==> config.mk <==
export PLATFORM = sky130hd
export DESIGN_NAME = id_inst_buffer
export DESIGN_NICKNAME = d
export VERILOG_FILES = /design/src/rtl/id_inst_buffer.sv
export SDC_FILE = /design/constraint.sdc
export NUM_CORES = 1
export LEC_CHECK = 0
export BUFFER_PORTS_ARGS = -buffer_cell sky130_fd_sc_hd__buf_2
export CAP_MARGIN = 30
export CORE_ASPECT_RATIO = 2
export CORE_MARGIN = 5
export CORE_UTILIZATION = 64
export CTS_BUF_LIST = sky130_fd_sc_hd__clkbuf_8
export DETAILED_ROUTE_END_ITERATION = 7
export GPL_ROUTABILITY_DRIVEN = 0
export PLACE_DENSITY = 0.87
export SLEW_MARGIN = 5
export SYNTH_ARGS = -nofsm -noshare
export SYNTH_HDL_FRONTEND = slang
export SYNTH_SLANG_ARGS = --single-unit
==> constraint.sdc <==
create_clock -name cpu_clk_50M -period 6.15 [get_ports cpu_clk_50M]
set_input_delay 1.23 -clock cpu_clk_50M [delete_from_list [all_inputs] [get_ports cpu_clk_50M]]
set_output_delay 1.23 -clock cpu_clk_50M [all_outputs]
set_load 0.01 [all_outputs]
==> src/rtl/id_inst_buffer.sv <==
// Fetch-to-decode instruction FIFO with byte swap and delay-slot pre-decode.
// Optional ID_BYPASS_EN presents an incoming word to decode while the buffer is empty.
module id_inst_buffer #(
    parameter int DEPTH  = 4,
    parameter int PTR_W  = 2,
    parameter int INST_W = 32
) (
    input  logic              cpu_clk_50M,
    input  logic              cpu_rst_n,
    input  logic              flush,
    input  logic              if_valid,
    input  logic [INST_W-1:0] if_pc,
    input  logic [INST_W-1:0] if_inst,
    output logic              if_ready,
    output logic              id_valid,
    output logic [INST_W-1:0] id_pc,
    output logic [INST_W-1:0] id_inst,
    output logic              id_in_delay,
    input  logic              id_ready,
    output logic [PTR_W:0]    count
);

    logic [INST_W-1:0] r_pc_mem   [DEPTH];
    logic [INST_W-1:0] r_inst_mem [DEPTH];
    logic [PTR_W-1:0]  r_wr_ptr;
    logic [PTR_W-1:0]  r_rd_ptr;
    logic [PTR_W:0]    r_count;
    logic              r_delay_pending;

    logic              w_empty;
    logic              w_full;
    logic              w_byp;
    logic              w_wr;
    logic              w_rd;
    logic              w_fire;
    logic              w_branch;
    logic [5:0]        w_op;
    logic [5:0]        w_func;
    logic [INST_W-1:0] w_head_pc;
    logic [INST_W-1:0] w_head_raw;
    logic [INST_W-1:0] w_head_swap;

    assign w_empty = (r_count == '0);
    assign w_full  = (r_count == (PTR_W+1)'(DEPTH));

`ifdef ID_BYPASS_EN
    assign w_byp = w_empty & if_valid & ~flush;
`else
    assign w_byp = 1'b0;
`endif

    assign w_head_pc   = w_byp ? if_pc   : r_pc_mem[r_rd_ptr];
    assign w_head_raw  = w_byp ? if_inst : r_inst_mem[r_rd_ptr];
    assign w_head_swap = {w_head_raw[7:0],   w_head_raw[15:8],
                          w_head_raw[23:16], w_head_raw[31:24]};

    assign if_ready    = ~w_full;
    assign id_valid    = ~w_empty | w_byp;
    assign id_pc       = id_valid ? w_head_pc   : '0;
    assign id_inst     = id_valid ? w_head_swap : '0;
    assign id_in_delay = id_valid & r_delay_pending;
    assign count       = r_count;

    // A bypassed word taken by decode in the same cycle never enters storage
    assign w_fire = id_valid & id_ready;
    assign w_rd   = w_fire & ~w_empty;
    assign w_wr   = if_valid & if_ready & ~(w_byp & id_ready);

    assign w_op   = w_head_swap[31:26];
    assign w_func = w_head_swap[5:0];

    always_comb begin
        w_branch = 1'b0;
        unique case (1'b1)
            (w_op == 6'b000000): w_branch = (w_func == 6'b001000);
            (w_op == 6'b000001),
            (w_op == 6'b000010),
            (w_op == 6'b000011),
            (w_op[5:2] == 4'b0001): w_branch = 1'b1;
            default: w_branch = 1'b0;
        endcase
    end

    always_ff @(posedge cpu_clk_50M) begin
        if (w_wr && !flush) begin
            r_pc_mem[r_wr_ptr]   <= if_pc;
            r_inst_mem[r_wr_ptr] <= if_inst;
        end
    end

    always_ff @(posedge cpu_clk_50M or negedge cpu_rst_n) begin
        if (!cpu_rst_n) begin
            r_wr_ptr        <= '0;
            r_rd_ptr        <= '0;
            r_count         <= '0;
            r_delay_pending <= 1'b0;
        end else if (flush) begin
            r_wr_ptr        <= '0;
            r_rd_ptr        <= '0;
            r_count         <= '0;
            r_delay_pending <= 1'b0;
        end else begin
            if (w_wr) r_wr_ptr <= r_wr_ptr + 1'b1;
            if (w_rd) r_rd_ptr <= r_rd_ptr + 1'b1;
            if (w_fire) r_delay_pending <= w_branch;
            if (w_wr && !w_rd) r_count <= r_count + 1'b1;
            else if (!w_wr && w_rd) r_count <= r_count - 1'b1;
        end
    end

endmodule

; Word level (Yosys, flattened, before mapping)
; Memory sizes are Yosys's and may differ from the RTL's.
; Index checks and enable logic that the tools add are counted.
[classes]
n_addsub = 4
eq_ne = 6
mux = 14
bitwise = 6
n_reduce_logical = 13
[op_table]
columns = cell, count
row1 = two-way mux 32 bit, 2
row2 = == test 6 x 2 -> 1 bit (second input constant), 2
row3 = two-way mux 3 bit, 3
row4 = two-way mux 2 bit, 4
row5 = == test 6 x 1 -> 1 bit (second input constant), 1
row6 = == test 6 x 4 -> 1 bit (second input constant), 1
row7 = logical NOT 6 bit, 1
row8 = nonzero test 2 bit, 3
row9 = adder 2 x 1 -> 2 bit (second input constant), 2
row10 = bitwise AND 1 bit, 4
row11 = == test 4 x 1 -> 1 bit (second input constant), 1
row12 = two-way mux 1 bit, 4
row13 = OR reduction 4 bit, 1
row14 = adder 3 x 1 -> 3 bit (second input constant), 1
row15 = == test 3 bit (second input constant), 1
row16 = logical AND 1 bit, 3
row17 = logical NOT 1 bit, 3
row18 = logical NOT 3 bit, 1
row19 = nonzero test 3 bit, 1
row20 = subtractor 3 x 1 -> 3 bit (second input constant), 1
row21 = NOT 1 bit, 2
row22 = one-hot mux 1 bit (2 select lines), 1
[word_totals]
regBits = 8
mem_bits_rw = 256
output_inout_bits = 70
wordCells = 49
memories = 2
[mem_list]
columns = name, depth, word_bits, rd, rd_ports_with_merged_regs, write_ports, line_no
row1 = r_inst_mem, 4, 32, 1, 0, 1, 24  ; logic [INST_W-1:0] r_inst_mem [DEPTH];
row2 = r_pc_mem, 4, 32, 1, 0, 1, 23  ; logic [INST_W-1:0] r_pc_mem [DEPTH];

; Longest topological paths before layout
; Gate-level depths: netlist of run 1.
[logic_depth]
word_depth = 8
depth_mapped = 6
mapped_depth_nobuf = 6

; Worst setup path before layout of run 1
; Ideal clock, no wire load.
[synth_timing]
path_type = input to register
start = input flush
end = memory r_inst_mem[0][0] (enable)
setup_time_ns = 0.429
arrival_ns = 3.091
slack_ns = 2.630
path_stages = 3
path_buffers = 1
path_cell_list = clkbuf_1 nor2_1 and2_1
[synth_via]
elab_chain_len = 4
[synth_lines]
columns = item, line_no
row1 = "start, declared", 10  ; input logic flush,
row2 = logical NOT 1 bit, 85  ; if (w_wr && !flush) begin
row3 = logical AND 1 bit, 85
row4 = two-way mux 1 bit, 85
row5 = two-way mux 1 bit (not written as such), 87  ; r_inst_mem[r_wr_ptr] <= if_inst;
row6 = "end, declared", 24
; No other way between the ends.

; Worst setup path after layout of run 1
[layout_timing]
start = register r_rd_ptr[0]
end = output id_inst[14]
[layout_via]
elab_chain_len = 2
[layout_lines]
columns = item, line_no
row1 = "start, declared", 26  ; logic [PTR_W-1:0] r_rd_ptr;
row2 = "start signal, assigned", 104  ; if (w_rd) r_rd_ptr <= r_rd_ptr + 1'b1;
row3 = memory read (4 x 32 bit), n/a
row4 = two-way mux 32 bit, 60  ; assign id_inst = id_valid ? w_head_swap : '0;
row5 = "end, declared", 17  ; output logic [INST_W-1:0] id_inst,
; No other way between the ends.

==> results of run 1 <==
-- power breakdown --
group | internal [mW] | switching (mW)
Sequential | 2.10 | 0.150
Combinational | 0.690 | 0.659
Clock | 0.581 | 0.572
-- cell families after synthesis --
group / after synthesis / synth area share (%)
multiplexers: 64 / 14.4
AO/OA/AOI/OAI: 11 / 0.798
adder cells (fa/ha/maj): 5 / 0.687
flip-flops: 264 / 77.4
XOR/XNOR: 3 / 0.258
buffers and inverters: 29 / 1.23
AND/OR/NAND/NOR: 89 / 5.28
-- worst paths after layout --
check | startpoint | endpoint | depth (start not counted) | slack, ns
max | r_rd_ptr[0] | id_inst[14] | 4 | 1.99
min | r_delay_pending | r_delay_pending | 1 | 0.54
max reg2reg | r_rd_ptr[0] | r_delay_pending | 4 | 3.43
min reg2reg | r_delay_pending | r_delay_pending | 1 | 0.54
max in group asynchronous | cpu_rst_n | r_rd_ptr[0] | 1 | 5.40
min in group asynchronous | cpu_rst_n | count[0] | 1 | 0.57
-- cells in the mapped netlist --
library cell / n
nor2_1: 4
o311a_1: 1
a21boi_0: 1
buf_2: 7
or4_1: 1
nor4_1: 1
nand2_1: 4
clkbuf_1: 11
fa_1: 1
inv_1: 7
buf_6: 1
edfxtp_1: 256
and3b_1: 1
a21oi_1: 2
a32o_1: 1
nand3_1: 1
buf_1: 3
xor2_1: 1
ha_1: 4
and2_1: 69
nor3_1: 5
xnor2_1: 2
mux4_1: 7
nor3b_1: 1
mux4_2: 57
o21a_1: 1
o31a_1: 1
dfrtp_1: 8
o21ai_0: 1
o211ai_1: 1
or3_1: 1
o31ai_1: 2
or4b_1: 1
-- through the flow --
stage | setup slack (ns) | util (%) | area, sq um
after floorplan | 2.63 | - | 10200
after CTS | 1.90 | 74.6 | 11700
final | 1.99 | 75.1 | 11800
after detailed placement | 2.44 | 70.6 | 11100
after global routing | 1.71 | 75.1 | 11800
after global placement | 2.47 | 70.5 | 11100
-- routing by layer --
layer / GRT usage, % / vias up / part of all wire (%)
met3: 3.82 / 54 / 5.9
met5: 0 / - / 0
met1: 25.6 / 2468 / 36
met2: 35.0 / 181 / 54
met4: 10.4 / 0 / 4.7
li1: - / 2214 / -
-- worst register-to-register path: cells and delay by family (launching register included) --
kind             cells  cell delay, ns
flip-flops           1            1.00
multiplexers         1            0.67
AND/OR/NAND/NOR      1            0.54
AO/OA/AOI/OAI        2            0.46
-- cell usage in the layout (no fill, tap or decap), drive strengths merged --
cell,Yosys,final
diode,0,1
and3b,1,1
ha,4,4
a21oi,2,2
o21a,1,1
clkbuf,11,39
or3,1,1
o31ai,2,2
nand3,1,1
clkinv,0,11
o31a,1,1
buf,11,143
o211ai,1,1
o21ai,1,1
dfrtp,8,8
inv,7,18
nor4,1,1
a21boi,1,1
xor2,1,1
nor2,4,4
fa,1,1
nor3,5,5
mux4,64,64
nand2,4,4
or4,1,1
xnor2,2,2
nor3b,1,1
and2,69,69
a32o,1,1
or4b,1,1
edfxtp,256,256
o311a,1,1
-- registers in the layout, summed over array words and instances (netlist names) --
register / flops
r_pc_mem: 128
count: 3
r_delay_pending: 1
r_inst_mem: 128
r_rd_ptr: 2
r_wr_ptr: 2
-- area by class of cell --
type / count / area [sq um] / area share, %
Multi-Input combinational cell: 172 / 2190 / 18.6
Sequential cell: 264 / 7900 / 67.0
Tap cell: 201 / 251 / 2.13
Inverter: 7 / 26.3 / 0.223
Clock inverter: 22 / 90.1 / 0.765
Antenna cell: 1 / 2.50 / 0.0212
Timing Repair Buffer: 143 / 786 / 6.67
Clock buffer: 39 / 537 / 4.56
==> results.toml, run 1 <==
[outcome]
status = "finished clean"

[placement]
port-buffer-count = 138
dp_hpwl_microns = 11400
dpl.cell_count = 784

[cts]
cts_tree = "done"
postCtsSetupRepairBufs = 0
clock_path_buffers = 3
clk_latency_ns = 0.49
cts_hold_buf = 0
htreeDepth = 2
cts-buffers-inserted = 34
cts.clk_slew.worst_paths_ns = 0.07
cts.sinks = 264
cts_root_buffer = "clkbuf_8"
ctsResizeCount = 0

[routing]
avgViaCountPerCell = 5.79
vias = 4917
drc_errors = 0
wl_per_cell_microns = 21.8
drtAntennaViolNets = 0
routed_wl_microns = 18500
dr.pass1.iters = 4
drt-initial-drc-count = 263

[cells_and_area]
final_cells = 849
final_nets = 696
area_delta_synth_final_pct = 15.6
layout-drive-gt1-share_pct = 38.9
fillCellCount = 886

[timing]
finalHoldViolations = 0
fin_tns_setup_ns = 0
finalMaxSlewViolations = 0
slew_headroom_pct = 36.0
rsz0062_at_grt = "false"
fin_crit_sh_pct = 67.6
setup_viol = 0
fin_crit_ns = 4.16
tightest_slew_ns = 0.961
finClkSkew_ns = 0.0262
max_freq_ghz = 0.241
holdWs_ns = 0.543

[setup_path]
crit_family = "flip-flops"
cp_max_fo = 46
max_stage_delay_ns = 1.00
critPathSlowestCell = "dfrtp_4"
start_kind = "flip-flop"
cp_cell_sequence = "buf_4, mux4_2, and2_1, buf_2"
critical_path_arrival_ns = 2.93
worstPathRequired_ns = 4.92
end_kind = "output port"
crit_buf_inv = 2
critPathKind = "reg2out"

[synth]
synth_fp_nets = 539
seq_area_frac_synth_pct = 77.4
synth.lib_cells_used.distinct = 33
syn_avg_cell_area_sq_um = 21.9
yosysWarnings = 0
yosys.area.top_type_share_pct = 75.4
synthCells = 465
synth_top_cell_by_area = "edfxtp_1"
syn_area_sq_mm = 0.0102
ys_ff_latch = 264
synth.area.top_cells = "edfxtp_1 75%, mux4_2 13%, and2_1 4.2%"

[global_routing]
grt_pass1_vias = 5441
antenna_found_initial = 1
grt_first_pass_wirelength_microns = 29500
grt.overflow.total = 0
track_usage_pct = 20.7
grt_max_degree = 66

[pwr]
power.density_mw_per_mm2 = 404
cellLeakagePower_nw = 4.11
ir_drop_uv = 256
power_mw = 4.76

[floorplanning]
core_area_sq_mm = 0.0157
start_util_pct = 65.0
die_width_microns = 99.3
dieArea_sq_mm = 0.0187
rows = 65
io_pins = 139
die_h_microns = 189

[job]
cap_violations = 0

[worst_hold_path]
hold_path_class = "reg2reg"
Note: power is estimated with default switching activity, not from simulation.
==> run 2: changes to the inputs <==
--- a/config.mk
+++ b/config.mk
@@ -9,11 +9,11 @@
 export CAP_MARGIN = 30
 export CORE_ASPECT_RATIO = 2
 export CORE_MARGIN = 5
-export CORE_UTILIZATION = 64
+export CORE_UTILIZATION = 59
 export CTS_BUF_LIST = sky130_fd_sc_hd__clkbuf_8
 export DETAILED_ROUTE_END_ITERATION = 7
 export GPL_ROUTABILITY_DRIVEN = 0
-export PLACE_DENSITY = 0.87
+export PLACE_DENSITY = 0.82
 export SLEW_MARGIN = 5
 export SYNTH_ARGS = -nofsm -noshare
 export SYNTH_HDL_FRONTEND = slang
==> constraint.sdc (replaced) <==
create_clock -name cpu_clk_50M -period 4 [get_ports cpu_clk_50M]
set_input_delay 0.8 -clock cpu_clk_50M [delete_from_list [all_inputs] [get_ports cpu_clk_50M]]
set_output_delay 0.8 -clock cpu_clk_50M [all_outputs]
set_load 0.01 [all_outputs]
==> results.toml, run 2 (same netlist as run 1, synthesis figures left out) <==
[global_routing]
antenna_found_initial = 2
grt_max_degree = 65
grt_first_pass_wirelength_microns = 28600
grt.overflow.total = 0
grt_pass1_vias = 5332
track_usage_pct = 18.8

[floorplanning]
dieArea_sq_mm = 0.0202
start_util_pct = 59.6
core_area_sq_mm = 0.0171
die_h_microns = 196
io_pins = 139
rows = 68
die_width_microns = 103

[cts]
cts.clk_slew.worst_paths_ns = 0.07
cts-buffers-inserted = 35
cts.sinks = 264
ctsResizeCount = 0
postCtsSetupRepairBufs = 0
cts_root_buffer = "clkbuf_8"
htreeDepth = 2
cts_hold_buf = 0
cts_tree = "done"
clk_latency_ns = 0.51
clock_path_buffers = 3

[routing]
drtAntennaViolNets = 0
drc_errors = 0
wl_per_cell_microns = 21.3
drt-initial-drc-count = 206
vias = 4953
dr.pass1.iters = 4
routed_wl_microns = 18400
avgViaCountPerCell = 5.73

[cells_and_area]
mostFrequentLayoutCells = "256 x edfxtp_1, 138 x buf_2, 65 x and2_1"
area_delta_synth_final_pct = 16.8
fillCellCount = 1103
layout-drive-gt1-share_pct = 39.4
num_antenna_cells = 0
final_nets = 703
final_common_cell = "edfxtp_1"

[placement]
dp_hpwl_microns = 11500
port-buffer-count = 138

[timing]
holdWs_ns = 0.144
fin_tns_setup_ns = 0
tightest_slew_ns = 0.643
finalMaxSlewViolations = 0
fin_crit_sh_pct = 82.1
max_freq_ghz = 0.304
finClkSkew_ns = 0.0235
rsz0062_at_grt = "false"
slew_headroom_pct = 57.1
finalHoldViolations = 0
fin_crit_ns = 3.28
setup_viol = 0

[worst_hold_path]
hold_path_class = "in2async"

[pwr]
power.density_mw_per_mm2 = 626
ir_drop_uv = 451
cellLeakagePower_nw = 4.15

[outcome]
status = "finished clean"

[job]
cap_violations = 0

[setup_path]
end_kind = "output port"
cp_max_fo = 21
worstPathRequired_ns = 3.20
critPathKind = "reg2out"
critical_path_arrival_ns = 2.48
start_kind = "flip-flop"
## run 2: cell count changes in the layout (fill, tap and decap cells not counted), moves of 2 or more
cell and change:
buf_16 +2, buf_4 +5, bufinv_16 +2, clkinv_1 +5, inv_1 -4
## run 2: layout make-up
| cell class | count | area, sq um | share of cell area [%] |
|---|---|---|---|
| clock buffer | 38 | 523 | 4.39 |
| clock inverter | 24 | 149 | 1.25 |
| inverter | 7 | 26.3 | 0.221 |
| multi-input combinational | 172 | 2190 | 18.4 |
| sequential | 264 | 7900 | 66.3 |
| tap | 210 | 263 | 2.21 |
| timing repair buffer | 149 | 858 | 7.21 |
## run 2: final timing paths
path	start	end	slack (ns)	cells past startpoint
min in group cpu_clk_50M	if_inst[23]	r_inst_mem[2][23]	0.51	1
hold / removal	cpu_rst_n	r_rd_ptr[1]	0.14	1
hold reg to reg	r_delay_pending	r_delay_pending	0.56	1
setup reg to reg	r_rd_ptr[0]	r_delay_pending	1.52	4
setup / recovery	r_rd_ptr[0]	id_inst[26]	0.72	4
max in group asynchronous	cpu_rst_n	r_rd_ptr[0]	3.66	1
## run 2: worst max-delay path, stage by stage, from the launching register on
cell	delay [ns]
dfrtp_4	0.69
buf_4	0.34
mux4_1	0.63
and2_1	0.19
buf_2	0.13
## run 2: per-stage QoR
stage	instance area (sq um)	total power [mW]	instances	setup WS, ns	utilization (%)
finish	11900	7.46	864	0.715	69.6
global placement	11100	5.57	797	1.19	65.0
floorplan	10200	4.82	465	0.910	-
detailed placement	11200	5.66	801	1.17	65.5
global route	11900	7.88	864	0.538	69.6
CTS	11900	7.58	863	0.613	69.5
## run 2: power by group
group / leakage (nW) / total [mW] / switching, mW / internal, mW
Sequential: 2.43 / 3.38 / 0.149 / 3.23
Combinational: 1.35 / 2.17 / 1.09 / 1.08
Clock: 0.374 / 1.91 / 0.903 / 1.01
## run 2: layer usage
layer	up-vias	part of all wire [%]	global-route usage (%)
met1	2513	38	24.1
met5	-	0.11	0
li1	2226	-	-
met3	28	8.0	4.59
met2	182	52	31.6
met4	4	1.9	5.72
==> run 3: changes to the inputs <==
==> constraint.sdc (replaced) <==
create_clock -name cpu_clk_50M -period 3.38 [get_ports cpu_clk_50M]
set_input_delay 0.676 -clock cpu_clk_50M [delete_from_list [all_inputs] [get_ports cpu_clk_50M]]
set_output_delay 0.676 -clock cpu_clk_50M [all_outputs]
set_load 0.01 [all_outputs]
==> results.toml, run 3 (same netlist as run 1, synthesis figures left out) <==
[floorplanning]
io_pins = 139
die_width_microns = 103
core_area_sq_mm = 0.0171
dieArea_sq_mm = 0.0202
rows = 68
die_h_microns = 196
start_util_pct = 59.6

[timing]
finalMaxSlewViolations = 0
fin_crit_sh_pct = 92.2
fin_tns_setup_ns = 0
tightest_slew_ns = 0.588
fin_crit_ns = 3.12
finalHoldViolations = 0
rsz0062_at_grt = "false"
slew_headroom_pct = 60.8
setup_slack_ns = 0.265
max_freq_ghz = 0.321
setup_viol = 0
finClkSkew_ns = 0.0189

[global_routing]
grt_first_pass_wirelength_microns = 28900
grt_max_degree = 65
grt_pass1_vias = 5334
antenna_found_initial = 2
track_usage_pct = 19.1
grt.overflow.total = 0

[cts]
cts_tree = "done"
postCtsSetupRepairBufs = 0
cts.clk_slew.worst_paths_ns = 0.07
htreeDepth = 2
cts_root_buffer = "clkbuf_8"
clk_latency_ns = 0.50
ctsResizeCount = 0
cts-buffers-inserted = 34
clock_path_buffers = 3
cts.sinks = 264
cts_hold_buf = 0

[setup_path]
reg2reg_depth = 6
crit_start = "r_rd_ptr[0]"
worstPathRequired_ns = 2.70
critPathKind = "reg2out"
start_kind = "flip-flop"
timing.rr.start = "count[1]"
critical_path_arrival_ns = 2.44
cp_max_fo = 24
end_kind = "output port"
r2r_setup_slack_ns = 0.97

[routing]
avgViaCountPerCell = 5.78
vias = 4974
drtAntennaViolNets = 0
wl_per_cell_microns = 21.7
drt-initial-drc-count = 214
dr.pass1.iters = 5
routed_wl_microns = 18700
drc_errors = 0

[pwr]
comb_power_share_pct = 29.9
power.density_mw_per_mm2 = 738
internal-power_mw = 6.19
pwr-share-clk_pct = 24.3
p_sw_mw = 2.57
seq_power_share_pct = 45.8
switching_share_pct = 29.3
cellLeakagePower_nw = 4.12
power_mw = 8.75
ir_drop_uv = 444

[placement]
port-buffer-count = 138
dp_slack_ns = 0.709
dp_hpwl_microns = 11800

[worst_hold_path]
hold_path_class = "in2async"

[cells_and_area]
mostFrequentLayoutCells = "256 x edfxtp_1, 138 x buf_2, 65 x and2_1"
num_antenna_cells = 0
area_delta_synth_final_pct = 16.4
final_nets = 701
layout-drive-gt1-share_pct = 39.4
fillCellCount = 1080
multi_input_area_sq_mm = 0.00219
final_common_cell = "edfxtp_1"
register_area_sq_mm = 0.00790

[outcome]
status = "finished clean"

[job]
cap_violations = 0
==> run 3: area by class of cell <==
cell class              count  area share (%)
multi-input cells         172            18.5
clock buffers              35            4.06
inverters                   7           0.221
clock inverters            24            1.11
well taps                 210            2.21
repair buffers            148            7.36
flip-flops and latches    264            66.5
==> run 3: path summary, 6_finish.rpt <==
kind	end
setup / recovery	id_inst[31]
hold / removal	r_wr_ptr[1]
setup reg to reg	count[2]
hold reg to reg	r_delay_pending
max in group asynchronous	r_rd_ptr[1]
min in group cpu_clk_50M	r_inst_mem[1][9]
==> run 3: power by group through the flow <==
stage | registers (mW) | clock network, mW | logic (mW)
after floorplan | 3.97 | 0 | 1.74
after global placement | 4.07 | 0 | 2.59
after detailed placement | 4.09 | 0 | 2.68
after CTS | 4.02 | 2.20 | 2.69
after global routing | 4.04 | 2.34 | 2.85
final | 4.01 | 2.13 | 2.62
==> run 3: per-stage QoR <==
stage	std cells	utilization, %	cell area, sq um	hold WS [ns]
2_1_floorplan	465	-	10200	0.380
3_3_place_gp	800	65.6	11200	0.519
3_5_place_dp	801	65.8	11300	0.526
4_1_cts	860	69.4	11900	0.00225
5_1_grt	860	69.4	11900	0.0128
6_report	860	69.4	11900	0.0214
==> run 3: per-layer routing <==
metal	GRT usage (%)	up-vias	routed length (microns)
li1	-	2216	-
met1	25.1	2540	7200
met2	31.5	173	9610
met3	4.27	41	1400
met4	6.34	4	459
met5	0	-	23
==> run 3: worst max-delay path, cell delays in order (launching register included) <==
cell     delay [ns]
dfrtp_4        0.73
buf_12         0.28
mux4_2         0.57
and2_1         0.18
buf_2          0.13
